## config.mk

```make
export PLATFORM = sky130hd
export DESIGN_NAME = wash_cycle_ctrl_flat
export DESIGN_NICKNAME = d
export VERILOG_FILES = /design/src/rtl/wash_cycle_ctrl_if.sv /design/src/rtl/wash_cycle_ctrl.sv /design/src/flat_wrapper.sv
export SDC_FILE = /design/constraint.sdc
export NUM_CORES = 1
export LEC_CHECK = 0
export ABC_AREA = 1
export CORE_ASPECT_RATIO = 0.5
export CORE_MARGIN = 1.5
export CORE_UTILIZATION = 30
export DETAILED_ROUTE_END_ITERATION = 7
export HOLD_SLACK_MARGIN = 0.08
export REMOVE_ABC_BUFFERS = 1
export SLEW_MARGIN = 25
export SYNTH_ARGS = -nofsm -noshare
export SYNTH_HDL_FRONTEND = slang
export SYNTH_SLANG_ARGS = --single-unit
```

## constraint.sdc

```tcl
create_clock -name clk -period 2.6 [get_ports clk]
set_clock_uncertainty 0.15 [all_clocks]
set_input_delay 0.26 -clock clk [delete_from_list [all_inputs] [get_ports clk]]
set_output_delay 0.26 -clock clk [all_outputs]
set_load 0.01 [all_outputs]
```

## src/rtl/wash_cycle_ctrl_if.sv

```systemverilog
// Bundles the wash controller's control inputs and panel outputs.
// The master side drives tick/start/settings; the slave side is the controller.
interface wash_cycle_ctrl_if #(
  parameter int TW = 8,
  parameter int WW = 3
);
  logic          tick;
  logic          start;
  logic [1:0]    mode;
  logic [WW-1:0] water_level;
  logic [TW-1:0] order_delay;

  logic          wash_light;
  logic          rinse_light;
  logic          spin_light;
  logic          inwater_light;
  logic          outwater_light;
  logic          run_light;
  logic          paused;
  logic          buzzer;
  logic [TW-1:0] remain_time;

  modport master (
    output tick, start, mode, water_level, order_delay,
    input  wash_light, rinse_light, spin_light, inwater_light, outwater_light,
    input  run_light, paused, buzzer, remain_time
  );

  modport slave (
    input  tick, start, mode, water_level, order_delay,
    output wash_light, rinse_light, spin_light, inwater_light, outwater_light,
    output run_light, paused, buzzer, remain_time
  );
endinterface

```

## src/rtl/wash_cycle_ctrl.sv

```systemverilog
// Washing-machine cycle sequencer: optional delayed start, wash/rinse/spin phases,
// pause/resume on the start button, and a timed end-of-cycle buzzer.
module wash_cycle_ctrl #(
  parameter int TW      = 8,
  parameter int WW      = 3,
  parameter int WASH_T  = 4,
  parameter int RINSE_T = 3,
  parameter int SPIN_T  = 2,
  parameter int BUZZ_T  = 3
) (
  input  logic             clk,
  input  logic             reset,
  wash_cycle_ctrl_if.slave bus
);

  typedef enum logic [2:0] {
    S_IDLE, S_DELAY, S_FILL, S_AGITATE, S_DRAIN, S_SPIN, S_PAUSE, S_DONE
  } state_t;

  typedef enum logic [1:0] {
    PH_NONE, PH_WASH, PH_RINSE, PH_SPIN
  } phase_t;

  state_t        r_state;
  state_t        r_saved;
  phase_t        r_phase;
  logic [TW-1:0] r_cnt;
  logic [TW-1:0] r_remain;
  logic [1:0]    r_mode;
  logic [WW-1:0] r_water;

  logic          r_washLight;
  logic          r_rinseLight;
  logic          r_spinLight;
  logic          r_inwaterLight;
  logic          r_outwaterLight;
  logic          r_runLight;
  logic          r_paused;
  logic          r_buzzer;

  state_t        w_nextState;
  state_t        w_nextSaved;
  phase_t        w_nextPhase;
  logic [TW-1:0] w_nextCnt;
  logic [TW-1:0] w_nextRemain;
  logic [1:0]    w_nextMode;
  logic [WW-1:0] w_nextWater;

  logic          w_tick;
  logic          w_cntLast;
  logic [TW-1:0] w_cntDec;
  logic [TW-1:0] w_remainDec;
  logic [WW-1:0] w_startWater;
  logic [TW-1:0] w_startWaterTw;
  logic [TW-1:0] w_washTotal;
  logic [TW-1:0] w_rinseTotal;
  logic [TW-1:0] w_total;
  logic [1:0]    w_selMode;
  logic [WW-1:0] w_selWater;
  state_t        w_firstState;
  phase_t        w_firstPhase;
  logic [TW-1:0] w_firstCnt;
  logic          w_nextRunning;

  // A start in the same cycle as a tick swallows the tick.
  assign w_tick      = bus.tick & ~bus.start;
  assign w_cntLast   = (r_cnt == TW'(1));
  assign w_cntDec    = r_cnt - TW'(1);
  assign w_remainDec = (r_remain == '0) ? '0 : r_remain - TW'(1);

  assign w_startWater   = (bus.water_level == '0) ? WW'(1) : bus.water_level;
  assign w_startWaterTw = TW'(w_startWater);
  assign w_washTotal    = (w_startWaterTw << 1) + TW'(WASH_T);
  assign w_rinseTotal   = (w_startWaterTw << 1) + TW'(RINSE_T);

  always_comb begin
    w_total = '0;
    case (bus.mode)
      2'd0:    w_total = w_washTotal + w_rinseTotal + TW'(SPIN_T);
      2'd1:    w_total = w_washTotal;
      2'd2:    w_total = w_rinseTotal + TW'(SPIN_T);
      default: w_total = TW'(SPIN_T);
    endcase
  end

  // From IDLE the first phase comes from the live inputs; from DELAY it comes from the latched copy.
  assign w_selMode  = (r_state == S_IDLE) ? bus.mode : r_mode;
  assign w_selWater = (r_state == S_IDLE) ? w_startWater : r_water;

  always_comb begin
    w_firstState = S_FILL;
    w_firstPhase = PH_WASH;
    w_firstCnt   = TW'(w_selWater);
    case (w_selMode)
      2'd0, 2'd1: begin
        w_firstState = S_FILL;
        w_firstPhase = PH_WASH;
        w_firstCnt   = TW'(w_selWater);
      end
      2'd2: begin
        w_firstState = S_FILL;
        w_firstPhase = PH_RINSE;
        w_firstCnt   = TW'(w_selWater);
      end
      default: begin
        w_firstState = S_SPIN;
        w_firstPhase = PH_SPIN;
        w_firstCnt   = TW'(SPIN_T);
      end
    endcase
  end

  always_comb begin
    w_nextState  = r_state;
    w_nextSaved  = r_saved;
    w_nextPhase  = r_phase;
    w_nextCnt    = r_cnt;
    w_nextRemain = r_remain;
    w_nextMode   = r_mode;
    w_nextWater  = r_water;

    case (r_state)
      S_IDLE: begin
        if (bus.start) begin
          w_nextMode   = bus.mode;
          w_nextWater  = w_startWater;
          w_nextRemain = w_total;
          if (bus.order_delay != '0) begin
            w_nextState = S_DELAY;
            w_nextCnt   = bus.order_delay;
          end else begin
            w_nextState = w_firstState;
            w_nextPhase = w_firstPhase;
            w_nextCnt   = w_firstCnt;
          end
        end
      end

      S_DELAY: begin
        if (bus.start) begin
          w_nextSaved = r_state;
          w_nextState = S_PAUSE;
        end else if (w_tick) begin
          if (w_cntLast) begin
            w_nextState = w_firstState;
            w_nextPhase = w_firstPhase;
            w_nextCnt   = w_firstCnt;
          end else begin
            w_nextCnt = w_cntDec;
          end
        end
      end

      S_FILL: begin
        if (bus.start) begin
          w_nextSaved = r_state;
          w_nextState = S_PAUSE;
        end else if (w_tick) begin
          w_nextRemain = w_remainDec;
          if (w_cntLast) begin
            w_nextState = S_AGITATE;
            w_nextCnt   = (r_phase == PH_WASH) ? TW'(WASH_T) : TW'(RINSE_T);
          end else begin
            w_nextCnt = w_cntDec;
          end
        end
      end

      S_AGITATE: begin
        if (bus.start) begin
          w_nextSaved = r_state;
          w_nextState = S_PAUSE;
        end else if (w_tick) begin
          w_nextRemain = w_remainDec;
          if (w_cntLast) begin
            w_nextState = S_DRAIN;
            w_nextCnt   = TW'(r_water);
          end else begin
            w_nextCnt = w_cntDec;
          end
        end
      end

      // Only mode 0 chains wash into rinse; any rinse is always followed by spin.
      S_DRAIN: begin
        if (bus.start) begin
          w_nextSaved = r_state;
          w_nextState = S_PAUSE;
        end else if (w_tick) begin
          w_nextRemain = w_remainDec;
          if (w_cntLast) begin
            if (r_phase == PH_WASH && r_mode == 2'd0) begin
              w_nextState = S_FILL;
              w_nextPhase = PH_RINSE;
              w_nextCnt   = TW'(r_water);
            end else if (r_phase == PH_RINSE) begin
              w_nextState = S_SPIN;
              w_nextPhase = PH_SPIN;
              w_nextCnt   = TW'(SPIN_T);
            end else begin
              w_nextState  = S_DONE;
              w_nextPhase  = PH_NONE;
              w_nextCnt    = TW'(BUZZ_T);
              w_nextRemain = '0;
            end
          end else begin
            w_nextCnt = w_cntDec;
          end
        end
      end

      S_SPIN: begin
        if (bus.start) begin
          w_nextSaved = r_state;
          w_nextState = S_PAUSE;
        end else if (w_tick) begin
          w_nextRemain = w_remainDec;
          if (w_cntLast) begin
            w_nextState  = S_DONE;
            w_nextPhase  = PH_NONE;
            w_nextCnt    = TW'(BUZZ_T);
            w_nextRemain = '0;
          end else begin
            w_nextCnt = w_cntDec;
          end
        end
      end

      S_PAUSE: begin
        if (bus.start) begin
          w_nextState = r_saved;
        end
      end

      S_DONE: begin
        w_nextRemain = '0;
        if (bus.start) begin
          w_nextState = S_IDLE;
          w_nextCnt   = '0;
        end else if (w_tick) begin
          if (w_cntLast) begin
            w_nextState = S_IDLE;
            w_nextCnt   = '0;
          end else begin
            w_nextCnt = w_cntDec;
          end
        end
      end

      default: begin
        w_nextState = S_IDLE;
        w_nextPhase = PH_NONE;
        w_nextCnt   = '0;
      end
    endcase
  end

  assign w_nextRunning = (w_nextState == S_DELAY)   || (w_nextState == S_FILL) ||
                         (w_nextState == S_AGITATE) || (w_nextState == S_DRAIN) ||
                         (w_nextState == S_SPIN);

  // Panel outputs are flopped from the next-state decode so they change with the state itself.
  always_ff @(posedge clk) begin
    if (!reset) begin
      r_state         <= S_IDLE;
      r_saved         <= S_IDLE;
      r_phase         <= PH_NONE;
      r_cnt           <= '0;
      r_remain        <= '0;
      r_mode          <= '0;
      r_water         <= '0;
      r_washLight     <= 1'b0;
      r_rinseLight    <= 1'b0;
      r_spinLight     <= 1'b0;
      r_inwaterLight  <= 1'b0;
      r_outwaterLight <= 1'b0;
      r_runLight      <= 1'b0;
      r_paused        <= 1'b0;
      r_buzzer        <= 1'b0;
    end else begin
      r_state         <= w_nextState;
      r_saved         <= w_nextSaved;
      r_phase         <= w_nextPhase;
      r_cnt           <= w_nextCnt;
      r_remain        <= w_nextRemain;
      r_mode          <= w_nextMode;
      r_water         <= w_nextWater;
      r_washLight     <= (w_nextPhase == PH_WASH);
      r_rinseLight    <= (w_nextPhase == PH_RINSE);
      r_spinLight     <= (w_nextPhase == PH_SPIN);
      r_inwaterLight  <= (w_nextState == S_FILL);
      r_outwaterLight <= (w_nextState == S_DRAIN);
      r_runLight      <= w_nextRunning;
      r_paused        <= (w_nextState == S_PAUSE);
      r_buzzer        <= (w_nextState == S_DONE);
    end
  end

  assign bus.wash_light     = r_washLight;
  assign bus.rinse_light    = r_rinseLight;
  assign bus.spin_light     = r_spinLight;
  assign bus.inwater_light  = r_inwaterLight;
  assign bus.outwater_light = r_outwaterLight;
  assign bus.run_light      = r_runLight;
  assign bus.paused         = r_paused;
  assign bus.buzzer         = r_buzzer;
  assign bus.remain_time    = r_remain;

endmodule

```

## src/flat_wrapper.sv

```systemverilog
// flat-port wrapper written by rule: the top's interface ports become plain ports
module wash_cycle_ctrl_flat 
#(
  parameter int TW      = 8,
  parameter int WW      = 3,
  parameter int WASH_T  = 4,
  parameter int RINSE_T = 3,
  parameter int SPIN_T  = 2,
  parameter int BUZZ_T  = 3
)
  (clk, reset, bus_tick, bus_start, bus_mode, bus_water_level, bus_order_delay, bus_wash_light, bus_rinse_light, bus_spin_light, bus_inwater_light, bus_outwater_light, bus_run_light, bus_paused, bus_buzzer, bus_remain_time);
  wash_cycle_ctrl_if #(.TW(TW), .WW(WW)) bus_i ();
  input  logic clk;
  input  logic reset;
  input wire logic [$bits(bus_i.tick)-1:0] bus_tick;
  input wire logic [$bits(bus_i.start)-1:0] bus_start;
  input wire logic [$bits(bus_i.mode)-1:0] bus_mode;
  input wire logic [$bits(bus_i.water_level)-1:0] bus_water_level;
  input wire logic [$bits(bus_i.order_delay)-1:0] bus_order_delay;
  output wire logic [$bits(bus_i.wash_light)-1:0] bus_wash_light;
  output wire logic [$bits(bus_i.rinse_light)-1:0] bus_rinse_light;
  output wire logic [$bits(bus_i.spin_light)-1:0] bus_spin_light;
  output wire logic [$bits(bus_i.inwater_light)-1:0] bus_inwater_light;
  output wire logic [$bits(bus_i.outwater_light)-1:0] bus_outwater_light;
  output wire logic [$bits(bus_i.run_light)-1:0] bus_run_light;
  output wire logic [$bits(bus_i.paused)-1:0] bus_paused;
  output wire logic [$bits(bus_i.buzzer)-1:0] bus_buzzer;
  output wire logic [$bits(bus_i.remain_time)-1:0] bus_remain_time;
  assign bus_i.tick = bus_tick;
  assign bus_i.start = bus_start;
  assign bus_i.mode = bus_mode;
  assign bus_i.water_level = bus_water_level;
  assign bus_i.order_delay = bus_order_delay;
  assign bus_wash_light = bus_i.wash_light;
  assign bus_rinse_light = bus_i.rinse_light;
  assign bus_spin_light = bus_i.spin_light;
  assign bus_inwater_light = bus_i.inwater_light;
  assign bus_outwater_light = bus_i.outwater_light;
  assign bus_run_light = bus_i.run_light;
  assign bus_paused = bus_i.paused;
  assign bus_buzzer = bus_i.buzzer;
  assign bus_remain_time = bus_i.remain_time;
  wash_cycle_ctrl #(.TW(TW), .WW(WW), .WASH_T(WASH_T), .RINSE_T(RINSE_T), .SPIN_T(SPIN_T), .BUZZ_T(BUZZ_T)) u_core (.clk(clk), .reset(reset), .bus(bus_i));
endmodule
```

==> results of run 1 <==
through the flow:
step	utilization	hold WS [ns]	power (mW)
2_1_floorplan	-	0.226	2.88
3_3_place_gp	0.367	0.308	3.62
3_5_place_dp	0.367	0.310	3.62
4_1_cts	0.381	0.319	4.21
5_1_grt	0.381	0.346	4.65
6_report	0.381	0.315	4.22
per-layer routing:
| layer | track usage | vias to the layer above | share of wire | routed length, um |
|---|---|---|---|---|
| li1 | - | 1550 | - | - |
| met1 | 0.248 | 1333 | 0.51 | 4070 |
| met2 | 0.259 | 85 | 0.40 | 3210 |
| met3 | 0.0393 | 9 | 0.075 | 596 |
| met4 | 0.0567 | 0 | 0.012 | 98 |
| met5 | 0 | - | 0 | 0 |
cell usage in the layout, fill, tap and decap left out, types with 2 or more instances in the layout:
cell	synthesis	routed
nand2_1	92	92
o211ai_1	5	5
nand3_2	4	4
xor2_1	5	5
nor3_1	6	6
clkdlybuf4s50_1	0	32
o21ai_1	16	16
o21ai_0	21	21
nor2_2	5	5
nand3b_1	2	2
nand2_2	12	12
nor2_8	2	2
buf_4	3	8
nand4_1	3	3
ha_1	6	6
nand3_1	33	33
inv_2	10	10
dfxtp_1	37	37
inv_1	50	50
a31oi_1	5	5
and2_1	2	2
clkbuf_16	0	5
a211oi_1	2	2
nand2_4	3	3
nor2_1	55	55
a21oi_1	46	46
nor2_4	2	2
o31ai_1	2	2
power groups by stage:
stage          Sequential [mW]  Combinational (mW)  Clock, mW
6_report                 0.972                2.67      0.571
5_1_grt                   1.00                3.04      0.611
4_1_cts                  0.970                2.65      0.589
3_5_place_dp             0.981                2.64          0
3_3_place_gp             0.979                2.64          0
2_1_floorplan            0.980                1.90          0
registers in the layout (all words and copies together) (netlist names):
register	flops
u_core.bus.spin_light	1
u_core.bus.paused	1
u_core.r_phase	2
u_core.bus.inwater_light	1
u_core.bus.remain_time	8
u_core.r_saved	3
u_core.r_water	3
u_core.r_mode	2
u_core.bus.run_light	1
u_core.bus.buzzer	1
u_core.r_cnt	8
u_core.r_state	3
u_core.bus.outwater_light	1
u_core.bus.wash_light	1
u_core.bus.rinse_light	1
tightest hold or removal path: stages (launching register included):
cell	delay (ns)
dfxtp_1	0.31
nand2_1	0.06
a21oi_1	0.05
final cells by class:
| cell class | instances | area share |
|---|---|---|
| clock buffers | 5 | 0.0370 |
| flip-flops and latches | 37 | 0.219 |
| inverters | 62 | 0.0696 |
| clock inverters | 1 | 0.00148 |
| well taps | 117 | 0.0433 |
| repair buffers | 40 | 0.113 |
| multi-input cells | 338 | 0.517 |
path summary, 6_finish.rpt:
kind,from,endpoint,slack (ns),cells after the start
min reg2reg,u_core.r_cnt[1],u_core.r_cnt[1],0.31,2
max reg2reg,u_core.r_state[2],u_core.bus.remain_time[5],0.32,8
max,bus_water_level[1],u_core.bus.remain_time[6],0.18,14
min,u_core.r_cnt[1],u_core.r_cnt[1],0.31,2
cell families (layout without fill, tap and decap cells):
logic type / Yosys count / count (layout) / share of synthesized area
buffers and inverters: 70 / 108 / 0.105
flip-flops: 37 / 37 / 0.266
adder cells (fa/ha/maj): 6 / 6 / 0.0270
AO/OA/AOI/OAI: 105 / 105 / 0.211
AND/OR/NAND/NOR: 222 / 222 / 0.375
XOR/XNOR: 5 / 5 / 0.0158
==> impl_metrics.env, run 1 <==
export IMPL_outcome="finished with violations"
export IMPL_violations="design-rule violations"
export IMPL_p_comb_frac=0.634
export IMPL_cts_root_buffer_cell="clkbuf_16"
export IMPL_grt_antenna_before_repair=0
export IMPL_hold_path_class="flip-flop to flip-flop"
export IMPL_setup_tns_ns=0
export IMPL_cp_slowest_cell="clkdlybuf4s50_1"
export IMPL_worstPathMaxFanout=6
export IMPL_dp_hpwl_um=6120
export IMPL_critical_path_arrival_ns=2.45
export IMPL_via_count=2977
export IMPL_power_density_nw_per_um2=1250
export IMPL_p_seq_frac=0.231
export IMPL_io_buffers=32
export IMPL_netlist_area_sq_um=2780
export IMPL_synthTopCellsByCount="nand2_1, nor2_1, inv_1, a21oi_1, dfxtp_1"
export IMPL_rows=24
export IMPL_finalCritPeriodShare=0.929
export IMPL_ios=33
export IMPL_p_leak_nw=1.55
export IMPL_synth_top_cell_area_share=0.266
export IMPL_place_congestion=0.919
export IMPL_syn_area_per_cell_sq_um=6.25
export IMPL_htreeDepth=2
export IMPL_final_hold_viol_count=0
export IMPL_p_int_mw=2.03
export IMPL_grt_pass1_vias=2703
export IMPL_tightest_slew_ns=0.591
export IMPL_power_switching_mw=2.19
export IMPL_area_growth_syn_to_layout_pct=21.6
export IMPL_yosysMostFrequentCell="nand2_1"
export IMPL_drtPass1Iterations=7
export IMPL_synth_edff_count=0
export IMPL_worstPathCellList="clkdlybuf4s50_1, nand2_1, inv_1, nor2_1, a21oi_1, inv_1, ha_1, ha_1, a31o_2, a21oi_1, nand3b_1, nand3_1, nand2_1, inv_1"
export IMPL_vdd_ir_drop_max_mv=0.354
export IMPL_design_area_sq_um=3380
export IMPL_synthFlopType="dfxtp_1"
export IMPL_synthTopCellsByArea="dfxtp_1, nand2_1, a21oi_1"
export IMPL_vias_per_cell=4.96
export IMPL_ys_warn_count=0
export IMPL_multi_input_area_sq_um=1750
export IMPL_num_nets_final=507
export IMPL_detail_route_antenna_nets=0
export IMPL_dieArea_sq_um=9890
export IMPL_max_freq_ghz=0.414
export IMPL_place_area_sq_um=3250
export IMPL_wl_per_cell_um=13.3
export IMPL_cts_setup_buffers=0
export IMPL_die_y_um=71.1
export IMPL_maxCapViolCount=0
export IMPL_cp_buffers_inverters=4
export IMPL_drive_gt1_frac=0.118
export IMPL_syn_inst=445
export IMPL_ys_types=40
export IMPL_max_slew_margin_rel=0.603
export IMPL_n_fill_cell=939
export IMPL_cts_clk_slew_worst_paths_ns=0.05
export IMPL_critPathTopFamily="buffers and inverters"
export IMPL_grt_max_degree=17
export IMPL_clockBufferDepth=2
export IMPL_post_cts_resize_count=0
export IMPL_dp_slack_ns=-0.103
export IMPL_yosysTopAreaCell="dfxtp_1"
export IMPL_async_flop_share=0
export IMPL_max_stage_delay_ns=0.57
export IMPL_crit_required_ns=2.63
export IMPL_dp_cells=594
export IMPL_ctsHoldBuffers=0
export IMPL_endpoint_kind="flip-flop"
export IMPL_cts_sinks=37
export IMPL_seqCellArea_sq_um=741
export IMPL_final_min_clock_period_ns=2.42
export IMPL_power_frac_clock=0.135
export IMPL_core_area_sq_um=8860
export IMPL_layout_setup_ws_ns=0.183
export IMPL_dieWidth_um=139
export IMPL_start_util=0.314
export IMPL_grt_setup_unrepaired="no"
export IMPL_setup_viol=0
export IMPL_cts_tree="yes"
export IMPL_grt_pass1_wl_um=13500
export IMPL_crit_path_frequent_cell="inv_1"
export IMPL_drtIter0Drc=183
export IMPL_critPathLaunchType="primary input"
export IMPL_grt_total_usage=0.174
export IMPL_diodes=0
export IMPL_synth_seq_cells=37
export IMPL_fin_cells=600
export IMPL_grt_overflow_total=0
export IMPL_yosysSeqAreaShare=0.266
export IMPL_clkLatencyLatePin_ns=0.28
export IMPL_routed_wl_um=7980
export IMPL_netSwitchingFraction=0.518
export IMPL_cts_buffers=5
export IMPL_slew_violations=0
export IMPL_critical_path_class="primary input to flip-flop"
export IMPL_drcViolationCount=4
(Power assumes the default switching activity.)
==> run 2, diff against run 1 <==
--- a/config.mk
+++ b/config.mk
@@ -10,8 +10,10 @@
 export CORE_MARGIN = 1.5
 export CORE_UTILIZATION = 30
 export DETAILED_ROUTE_END_ITERATION = 7
+export GPL_TIMING_DRIVEN = 1
 export HOLD_SLACK_MARGIN = 0.08
 export REMOVE_ABC_BUFFERS = 1
+export SKIP_CTS_REPAIR_TIMING = 1
 export SLEW_MARGIN = 25
 export SYNTH_ARGS = -nofsm -noshare
 export SYNTH_HDL_FRONTEND = slang
==> results of run 2 <==
Same layout as run 1: the final DEF is identical, and so are final timing and power.
